--- config.mk ---
export PLATFORM = sky130hd
export DESIGN_NAME = constraint_sweep_ctrl_flat
export DESIGN_NICKNAME = d
export VERILOG_FILES = /design/src/rtl/constraint_sweep_ctrl_pkg.sv /design/src/rtl/constraint_sweep_ctrl_if.sv /design/src/rtl/constraint_sweep_ctrl_point_buffer.sv /design/src/rtl/constraint_sweep_ctrl.sv /design/src/flat_wrapper.sv
export SDC_FILE = /design/constraint.sdc
export NUM_CORES = 2
export LEC_CHECK = 0
export BUFFER_PORTS_ARGS = -buffer_cell sky130_fd_sc_hd__buf_2
export CAP_MARGIN = 20
export CORE_ASPECT_RATIO = 1.25
export CORE_MARGIN = 1.5
export CORE_UTILIZATION = 55
export DETAILED_ROUTE_END_ITERATION = 6
export PLACE_DENSITY = 0.75
export SETUP_SLACK_MARGIN = 0.05
export SLEW_MARGIN = 25
export SYNTH_ARGS = -nofsm -noshare
export SYNTH_HDL_FRONTEND = slang
export SYNTH_SLANG_ARGS = --single-unit
--- constraint.sdc ---
create_clock -name clk -period 3.5 [get_ports clk]
set_input_delay 0.175 -clock clk [delete_from_list [all_inputs] [get_ports clk]]
set_output_delay 0.175 -clock clk [all_outputs]
set_load 0.02 [all_outputs]
--- src/rtl/constraint_sweep_ctrl_pkg.sv ---
// Shared types and constants for the constraint sweep controller.
package constraint_pkg;
  localparam int POS_W      = 32;
  localparam int FRAC_W     = 16;
  localparam int ANCHOR_IDX = 0;

  typedef enum logic [2:0] {
    ST_IDLE,
    ST_ISSUE,
    ST_WAIT,
    ST_WRITE,
    ST_FIN
  } sweep_state_t;

  typedef struct packed {
    logic [POS_W-1:0] x;
    logic [POS_W-1:0] y;
  } point_t;
endpackage

--- src/rtl/constraint_sweep_ctrl_if.sv ---
// Operand/result bundle between the sweep controller and the enforcement datapath.
interface constraint_sweep_ctrl_if;
  import constraint_pkg::*;

  // Operands are registered and held stable from the cycle after ISSUE until the next
  // ISSUE; the controller samples dp_x_res/dp_y_res exactly once, in its WRITE cycle.
  // There is no back-pressure: the datapath must settle within DP_LATENCY cycles.
  logic [POS_W-1:0] dp_up_x;
  logic [POS_W-1:0] dp_up_y;
  logic [POS_W-1:0] dp_x;
  logic [POS_W-1:0] dp_y;
  logic [POS_W-1:0] dp_down_x;
  logic [POS_W-1:0] dp_down_y;
  logic             dp_is_last;
  logic [POS_W-1:0] dp_x_res;
  logic [POS_W-1:0] dp_y_res;

  modport master (
    output dp_up_x, dp_up_y, dp_x, dp_y, dp_down_x, dp_down_y, dp_is_last,
    input  dp_x_res, dp_y_res
  );

  modport slave (
    input  dp_up_x, dp_up_y, dp_x, dp_y, dp_down_x, dp_down_y, dp_is_last,
    output dp_x_res, dp_y_res
  );
endinterface

--- src/rtl/constraint_sweep_ctrl_point_buffer.sv ---
// Point-position register file: one write port, three neighbour read ports, one registered readout.
module point_buffer
  import constraint_pkg::*;
#(
  parameter int N_POINTS = 16,
  parameter int AW       = $clog2(N_POINTS)
) (
  input  logic          clk,
  input  logic          rst_n,
  input  logic          we,
  input  logic [AW-1:0] waddr,
  input  point_t        wdata,
  input  logic [AW-1:0] up_addr,
  input  logic [AW-1:0] cur_addr,
  input  logic [AW-1:0] down_addr,
  output point_t        up_data,
  output point_t        cur_data,
  output point_t        down_data,
  input  logic [AW-1:0] rd_addr,
  output point_t        rd_data
);

  point_t mem [N_POINTS];

  assign up_data   = mem[up_addr];
  assign cur_data  = mem[cur_addr];
  assign down_data = mem[down_addr];

  // Readout sees the pre-write value when it targets the entry being written this cycle.
  always_ff @(posedge clk or negedge rst_n) begin
    if (!rst_n) begin
      for (int k = 0; k < N_POINTS; k++) mem[k] <= '0;
      rd_data <= '0;
    end else begin
      if (we) mem[waddr] <= wdata;
      if (32'(rd_addr) < 32'(N_POINTS)) rd_data <= mem[rd_addr];
      else                              rd_data <= '0;
    end
  end

endmodule

--- src/rtl/constraint_sweep_ctrl.sv ---
// Gauss-Seidel sweep sequencer feeding an external constraint datapath.
// Optional macro DUAL_ANCHOR_EN: the last point is anchored as well as point 0.
module constraint_sweep_ctrl
  import constraint_pkg::*;
#(
  parameter int  N_POINTS   = 16,
  parameter int  ITERS      = 4,
  parameter int  DP_LATENCY = 1,
  localparam int AW         = $clog2(N_POINTS)
) (
  input  logic                    clk,
  input  logic                    rst_n,
  input  logic                    start,
  output logic                    busy,
  output logic                    done,
  input  logic                    load_we,
  input  logic [AW-1:0]           load_addr,
  input  logic [POS_W-1:0]        load_x,
  input  logic [POS_W-1:0]        load_y,
  input  logic [AW-1:0]           rd_addr,
  output logic [POS_W-1:0]        rd_x,
  output logic [POS_W-1:0]        rd_y,
  constraint_sweep_ctrl_if.master dp,
  output sweep_state_t            dbg_state
);

`ifdef DUAL_ANCHOR_EN
  localparam int LAST_I = N_POINTS - 2;
  if (N_POINTS < 3) begin : g_bad_dual
    $error("DUAL_ANCHOR_EN needs N_POINTS >= 3");
  end
`else
  localparam int LAST_I = N_POINTS - 1;
`endif

  if (N_POINTS < 2 || N_POINTS > 256) begin : g_bad_n
    $error("N_POINTS must be in 2..256");
  end
  if (ITERS < 1 || DP_LATENCY < 0 || FRAC_W >= POS_W) begin : g_bad_cfg
    $error("illegal ITERS/DP_LATENCY/format configuration");
  end

  localparam logic [AW-1:0] FIRST_I = AW'(ANCHOR_IDX + 1);

  sweep_state_t  state;
  logic [AW-1:0] i;
  logic [31:0]   iter;
  logic [31:0]   wait_cnt;

  logic          is_last_c;
  logic [AW-1:0] down_addr;
  logic          ld_en;
  logic          wb_en;
  logic          buf_we;
  logic [AW-1:0] buf_waddr;
  point_t        buf_wdata;
  point_t        up_p, cur_p, down_p, rd_p;

  assign is_last_c = (32'(i) == 32'(N_POINTS - 1));
  assign down_addr = is_last_c ? i : i + AW'(1);

  // Write-back and host load share the single write port; they never overlap in time.
  assign wb_en     = (state == ST_WRITE);
  assign ld_en     = (state == ST_IDLE) && load_we && (32'(load_addr) < 32'(N_POINTS));
  assign buf_we    = wb_en | ld_en;
  assign buf_waddr = wb_en ? i : load_addr;
  assign buf_wdata = wb_en ? point_t'{x: dp.dp_x_res, y: dp.dp_y_res}
                           : point_t'{x: load_x, y: load_y};

  point_buffer #(.N_POINTS(N_POINTS), .AW(AW)) u_buf (
    .clk       (clk),
    .rst_n     (rst_n),
    .we        (buf_we),
    .waddr     (buf_waddr),
    .wdata     (buf_wdata),
    .up_addr   (i - AW'(1)),
    .cur_addr  (i),
    .down_addr (down_addr),
    .up_data   (up_p),
    .cur_data  (cur_p),
    .down_data (down_p),
    .rd_addr   (rd_addr),
    .rd_data   (rd_p)
  );

  assign rd_x      = rd_p.x;
  assign rd_y      = rd_p.y;
  assign dbg_state = state;

  always_ff @(posedge clk or negedge rst_n) begin
    if (!rst_n) begin
      state         <= ST_IDLE;
      i             <= FIRST_I;
      iter          <= '0;
      wait_cnt      <= '0;
      busy          <= 1'b0;
      done          <= 1'b0;
      dp.dp_up_x    <= '0;
      dp.dp_up_y    <= '0;
      dp.dp_x       <= '0;
      dp.dp_y       <= '0;
      dp.dp_down_x  <= '0;
      dp.dp_down_y  <= '0;
      dp.dp_is_last <= 1'b0;
    end else begin
      case (state)
        ST_IDLE: begin
          done <= 1'b0;
          if (start) begin
            i     <= FIRST_I;
            iter  <= '0;
            busy  <= 1'b1;
            state <= ST_ISSUE;
          end
        end
        ST_ISSUE: begin
          dp.dp_up_x   <= up_p.x;
          dp.dp_up_y   <= up_p.y;
          dp.dp_x      <= cur_p.x;
          dp.dp_y      <= cur_p.y;
          dp.dp_down_x <= down_p.x;
          dp.dp_down_y <= down_p.y;
`ifdef DUAL_ANCHOR_EN
          dp.dp_is_last <= 1'b0;
`else
          dp.dp_is_last <= is_last_c;
`endif
          wait_cnt <= '0;
          state    <= (DP_LATENCY > 0) ? ST_WAIT : ST_WRITE;
        end
        ST_WAIT: begin
          if (wait_cnt == 32'(DP_LATENCY - 1)) state <= ST_WRITE;
          else                                 wait_cnt <= wait_cnt + 32'd1;
        end
        ST_WRITE: begin
          if (32'(i) < 32'(LAST_I)) begin
            i     <= i + AW'(1);
            state <= ST_ISSUE;
          end else if (iter < 32'(ITERS - 1)) begin
            i     <= FIRST_I;
            iter  <= iter + 32'd1;
            state <= ST_ISSUE;
          end else begin
            busy  <= 1'b0;
            done  <= 1'b1;
            state <= ST_FIN;
          end
        end
        ST_FIN: begin
          done  <= 1'b0;
          state <= ST_IDLE;
        end
        default: state <= ST_IDLE;
      endcase
    end
  end

endmodule

--- src/flat_wrapper.sv ---
// flat-port wrapper written by rule: the top's interface ports become plain ports
module constraint_sweep_ctrl_flat import constraint_pkg::*;
#(
  parameter int  N_POINTS   = 16,
  parameter int  ITERS      = 4,
  parameter int  DP_LATENCY = 1,
  localparam int AW         = $clog2(N_POINTS)
)
  (clk, rst_n, start, busy, done, load_we, load_addr, load_x, load_y, rd_addr, rd_x, rd_y, dbg_state, dp_dp_up_x, dp_dp_up_y, dp_dp_x, dp_dp_y, dp_dp_down_x, dp_dp_down_y, dp_dp_is_last, dp_dp_x_res, dp_dp_y_res);
  constraint_sweep_ctrl_if dp_i ();
  input  logic clk;
  input  logic rst_n;
  input  logic start;
  output logic busy;
  output logic done;
  input  logic load_we;
  input  logic [AW-1:0] load_addr;
  input  logic [POS_W-1:0] load_x;
  input  logic [POS_W-1:0] load_y;
  input  logic [AW-1:0] rd_addr;
  output logic [POS_W-1:0] rd_x;
  output logic [POS_W-1:0] rd_y;
  output sweep_state_t dbg_state;
  output wire logic [$bits(dp_i.dp_up_x)-1:0] dp_dp_up_x;
  output wire logic [$bits(dp_i.dp_up_y)-1:0] dp_dp_up_y;
  output wire logic [$bits(dp_i.dp_x)-1:0] dp_dp_x;
  output wire logic [$bits(dp_i.dp_y)-1:0] dp_dp_y;
  output wire logic [$bits(dp_i.dp_down_x)-1:0] dp_dp_down_x;
  output wire logic [$bits(dp_i.dp_down_y)-1:0] dp_dp_down_y;
  output wire logic [$bits(dp_i.dp_is_last)-1:0] dp_dp_is_last;
  input wire logic [$bits(dp_i.dp_x_res)-1:0] dp_dp_x_res;
  input wire logic [$bits(dp_i.dp_y_res)-1:0] dp_dp_y_res;
  assign dp_dp_up_x = dp_i.dp_up_x;
  assign dp_dp_up_y = dp_i.dp_up_y;
  assign dp_dp_x = dp_i.dp_x;
  assign dp_dp_y = dp_i.dp_y;
  assign dp_dp_down_x = dp_i.dp_down_x;
  assign dp_dp_down_y = dp_i.dp_down_y;
  assign dp_dp_is_last = dp_i.dp_is_last;
  assign dp_i.dp_x_res = dp_dp_x_res;
  assign dp_i.dp_y_res = dp_dp_y_res;
  constraint_sweep_ctrl #(.N_POINTS(N_POINTS), .ITERS(ITERS), .DP_LATENCY(DP_LATENCY)) u_core (.clk(clk), .rst_n(rst_n), .start(start), .busy(busy), .done(done), .load_we(load_we), .load_addr(load_addr), .load_x(load_x), .load_y(load_y), .rd_addr(rd_addr), .rd_x(rd_x), .rd_y(rd_y), .dp(dp_i), .dbg_state(dbg_state));
endmodule
==> flow_summary.yaml <==
outcome:
  status: "finished with violations"
  failed_checks: "design-rule violations"
cells_and_area:
  largest_register: "u_core.u_buf.mem"
  largest_reg_flops: 1024
  drive_above_1_share_pct: 25.2
  multiInputGateArea_um2: 46100
  seq_area_um2: 33900
  nFillCells: 11737
  fin_nets: 7860
  stdcell_area_um2: 94600
  largestRegisters: "u_core.u_buf.mem (1024), u_core.u_buf.rd_data (64)"
  synthToLayoutAreaGrowth_pct: 12.8
cts:
  clk_pin_slew_ns: 0.06
  cts-root-buf: "clkbuf_16"
  cts-buffers-inserted: 141
  clk_latency_ns: 0.82
  htree_levels: 4
  clockBufferDepth: 3
  cts_tree: "built"
  clkSinkCount: 1354
placed_design:
  numPortBuffers: 401
  globalplace.congestion: 0.899
  placement.cell_area_um2: 88600
  dp_hpwl_um: 173000
critical_path:
  slowest_stage: "nor2_4"
  crit_path_cell_trace: "ha_1 > and3_1 > inv_6 > buf_12 > nand2_1 > nor2_4 > buf_12 > o21ai_0 > and4_1"
  critPathLaunch: "u_core.i[0]"
  slowest_delay_ns: 0.54
  cp_max_fo: 101
  end_kind: "flop"
  cp_common_cell: "buf_12"
  critPathLaunchType: "flop"
  regToRegStartpoint: "u_core.i[0]"
  crit_type: "reg -> reg"
  cp.required_ns: 4.19
  arrival_ns: 4.16
synth:
  synth.area.top_cells: "dfrtp_1, mux4_2, mux2i_1"
  ys_async_sr_fraction_pct: 100
  ys_top_cells_by_count: "dfrtp_1, mux4_2, nand2_1, nor2_1, a21oi_1"
  synth_ff_type: "dfrtp_1"
  netlist_area_um2: 83900
  synth.most_common_cell: "dfrtp_1"
  syn_avg_cell_area_um2: 11.1
  yosysTopAreaCell: "dfrtp_1"
  ys_seq_area_share_pct: 40.4
  synth-seq-cells: 1354
  synth_top_area_share_pct: 40.4
  yosys_warnings: 0
  ys_types: 69
  synth_fp_nets: 7676
  syn_inst: 7530
  synth_enable_flop_cells: 0
sta:
  period_share_pct: 99.3
  timing.fmax_mhz: 288
  fin_setup_tns_ns: 0
  setup_viol: 0
  skew_ns: 0.0404
  period_minus_slack_ns: 3.48
  worst_pin_slew_ns: 1.13
  hold_viol: 0
  slew_violations: 0
  grt_setup_unrepaired: "true"
  slew_headroom_pct: 24.9
global_routing:
  grt_usage_pct: 38.9
  use_met3_pct: 12.9
  antenna_found_initial: 10
  grt_max_degree: 109
  use_met1_pct: 47.8
  grt_overflow: 0
  grt_pass1_wl_um: 453000
  grt_most_used_layer: "met2"
  met2_usage_pct: 58.0
  grt_pass1_vias: 71853
pwr:
  powerDensity_nw_per_um2: 1170
  finalPower_uw: 110000
  leakage_uw: 0.0394
  vdd_drop_max_uv: 1130
detailed_routing:
  totalWireLength_um: 301000
  viasPerCell: 7.34
  wl_per_cell_um: 30.6
  drt_iter0_markers: 10613
  drtAntennaViolNets: 0
  first_pass_iters: 7
  route.vias.total: 72260
  route.detailed.drc: 2
floorplanning:
  initial_core_util_pct: 55.3
  std_cell_rows: 160
  die_h_um: 440
  design.die.area_um2: 155000
  core-area_um2: 152000
  die_w_um: 352
  ios: 402
hold_path:
  hp-start: "load_addr[2]"
  hold_path_class: "in -> reg"
run:
  cap_violations: 0
==> cells in the final DEF (no fill, tap or decap), drive strengths merged, types with 6 or more instances in the layout <==
master / instances
clkinv: 27
and2: 54
a31oi: 72
and3: 13
ha: 6
a21o: 11
mux4: 960
a211oi: 264
nor2: 779
buf: 690
or3: 12
o21ai: 652
o211ai: 16
dlygate4sd3: 131
mux2: 64
or4: 6
nand2: 867
nand4: 17
nor4: 21
o31ai: 7
mux2i: 453
a311oi: 7
inv: 153
o22ai: 55
bufinv: 11
a21oi: 547
and4: 68
xor2: 11
nor3: 13
dfrtp: 1353
clkbuf: 194
o221ai: 64
nand3: 81
nor2b: 18
a2bb2oi: 64
==> per-stage QoR <==
step / setup slack (ns) / hold WS (ns) / utilization [%] / std cells
final: 0.0245 / 0.0523 / 62.3 / 9839
after floorplan: 0.00946 / -0.121 / - / 7530
after global routing: 0.0460 / 0.0823 / 62.3 / 9838
after detailed placement: 0.107 / 0.190 / 58.4 / 9459
after CTS: 0.0661 / 0.0135 / 62.3 / 9832
after global placement: 0.143 / 0.191 / 58.4 / 9459
==> cells by family (layout without fill, tap and decap cells) <==
family          count (synthesis)  count (layout)  share of synthesized area [%]
compound gates               1782            1782                           12.4
fa+ha+maj                       6               6                         0.0895
mux                          1477            1477                           32.1
flops                        1354            1354                           40.4
simple gates                 1968            1968                           9.95
xor+xnor                       16              16                          0.185
other cells                     0               3                              0
buf+inv                       927            1208                           4.87
==> final timing paths <==
| check | endpoint | slack [ns] | cells after the start |
|---|---|---|---|
| worst max-delay path | u_core.dp.dp_down_x[29] | 0.02 | 9 |
| worst max register to register | u_core.dp.dp_down_x[29] | 0.02 | 9 |
| max in group asynchronous | u_core.u_buf.mem[148] | 1.95 | 5 |
| worst min register to register | u_core.dp.dp_x[14] | 0.47 | 2 |
| min in group asynchronous | u_core.u_buf.mem[187] | 0.49 | 3 |
| worst min-delay path | u_core.u_buf.mem[165] | 0.05 | 5 |
==> critical path, delay by kind of cell (launching register included) <==
kind            cells  cell delay (ns)
simple gates        4             1.23
buf+inv             3             0.96
flops               1             0.53
fa+ha+maj           1             0.23
compound gates      1             0.23
==> timing repair <==
item	in CTS	in global routing
endpoints found under the setup margin	1	400
gates cloned	1	0
buffers inserted	0	3
resized for setup	1	3
endpoints found under the hold margin	2042	0
hold buffers	132	0
==> routing by layer <==
layer  wire length, um  vias up
li1                  -    28623
met1             98700    35488
met2            134000     6471
met3             43700     1666
met4             25100       12
met5               184        -
==> power breakdown <==
group          internal, uW  total [uW]  switching (uW)
clock network          8780       15400            6590
logic                 29500       62100           32600
registers             23100       32900            9870
==> layout make-up <==
class / count / share of cell area, %
timing repair buffer: 822 / 7.28
sequential: 1354 / 35.8
clock buffer: 194 / 4.23
tap: 2025 / 2.68
multi-input combinational: 5249 / 48.8
inverter: 146 / 0.600
antenna: 3 / 0.00794
clock inverter: 46 / 0.596
Power figures use the tool's default switching activity.
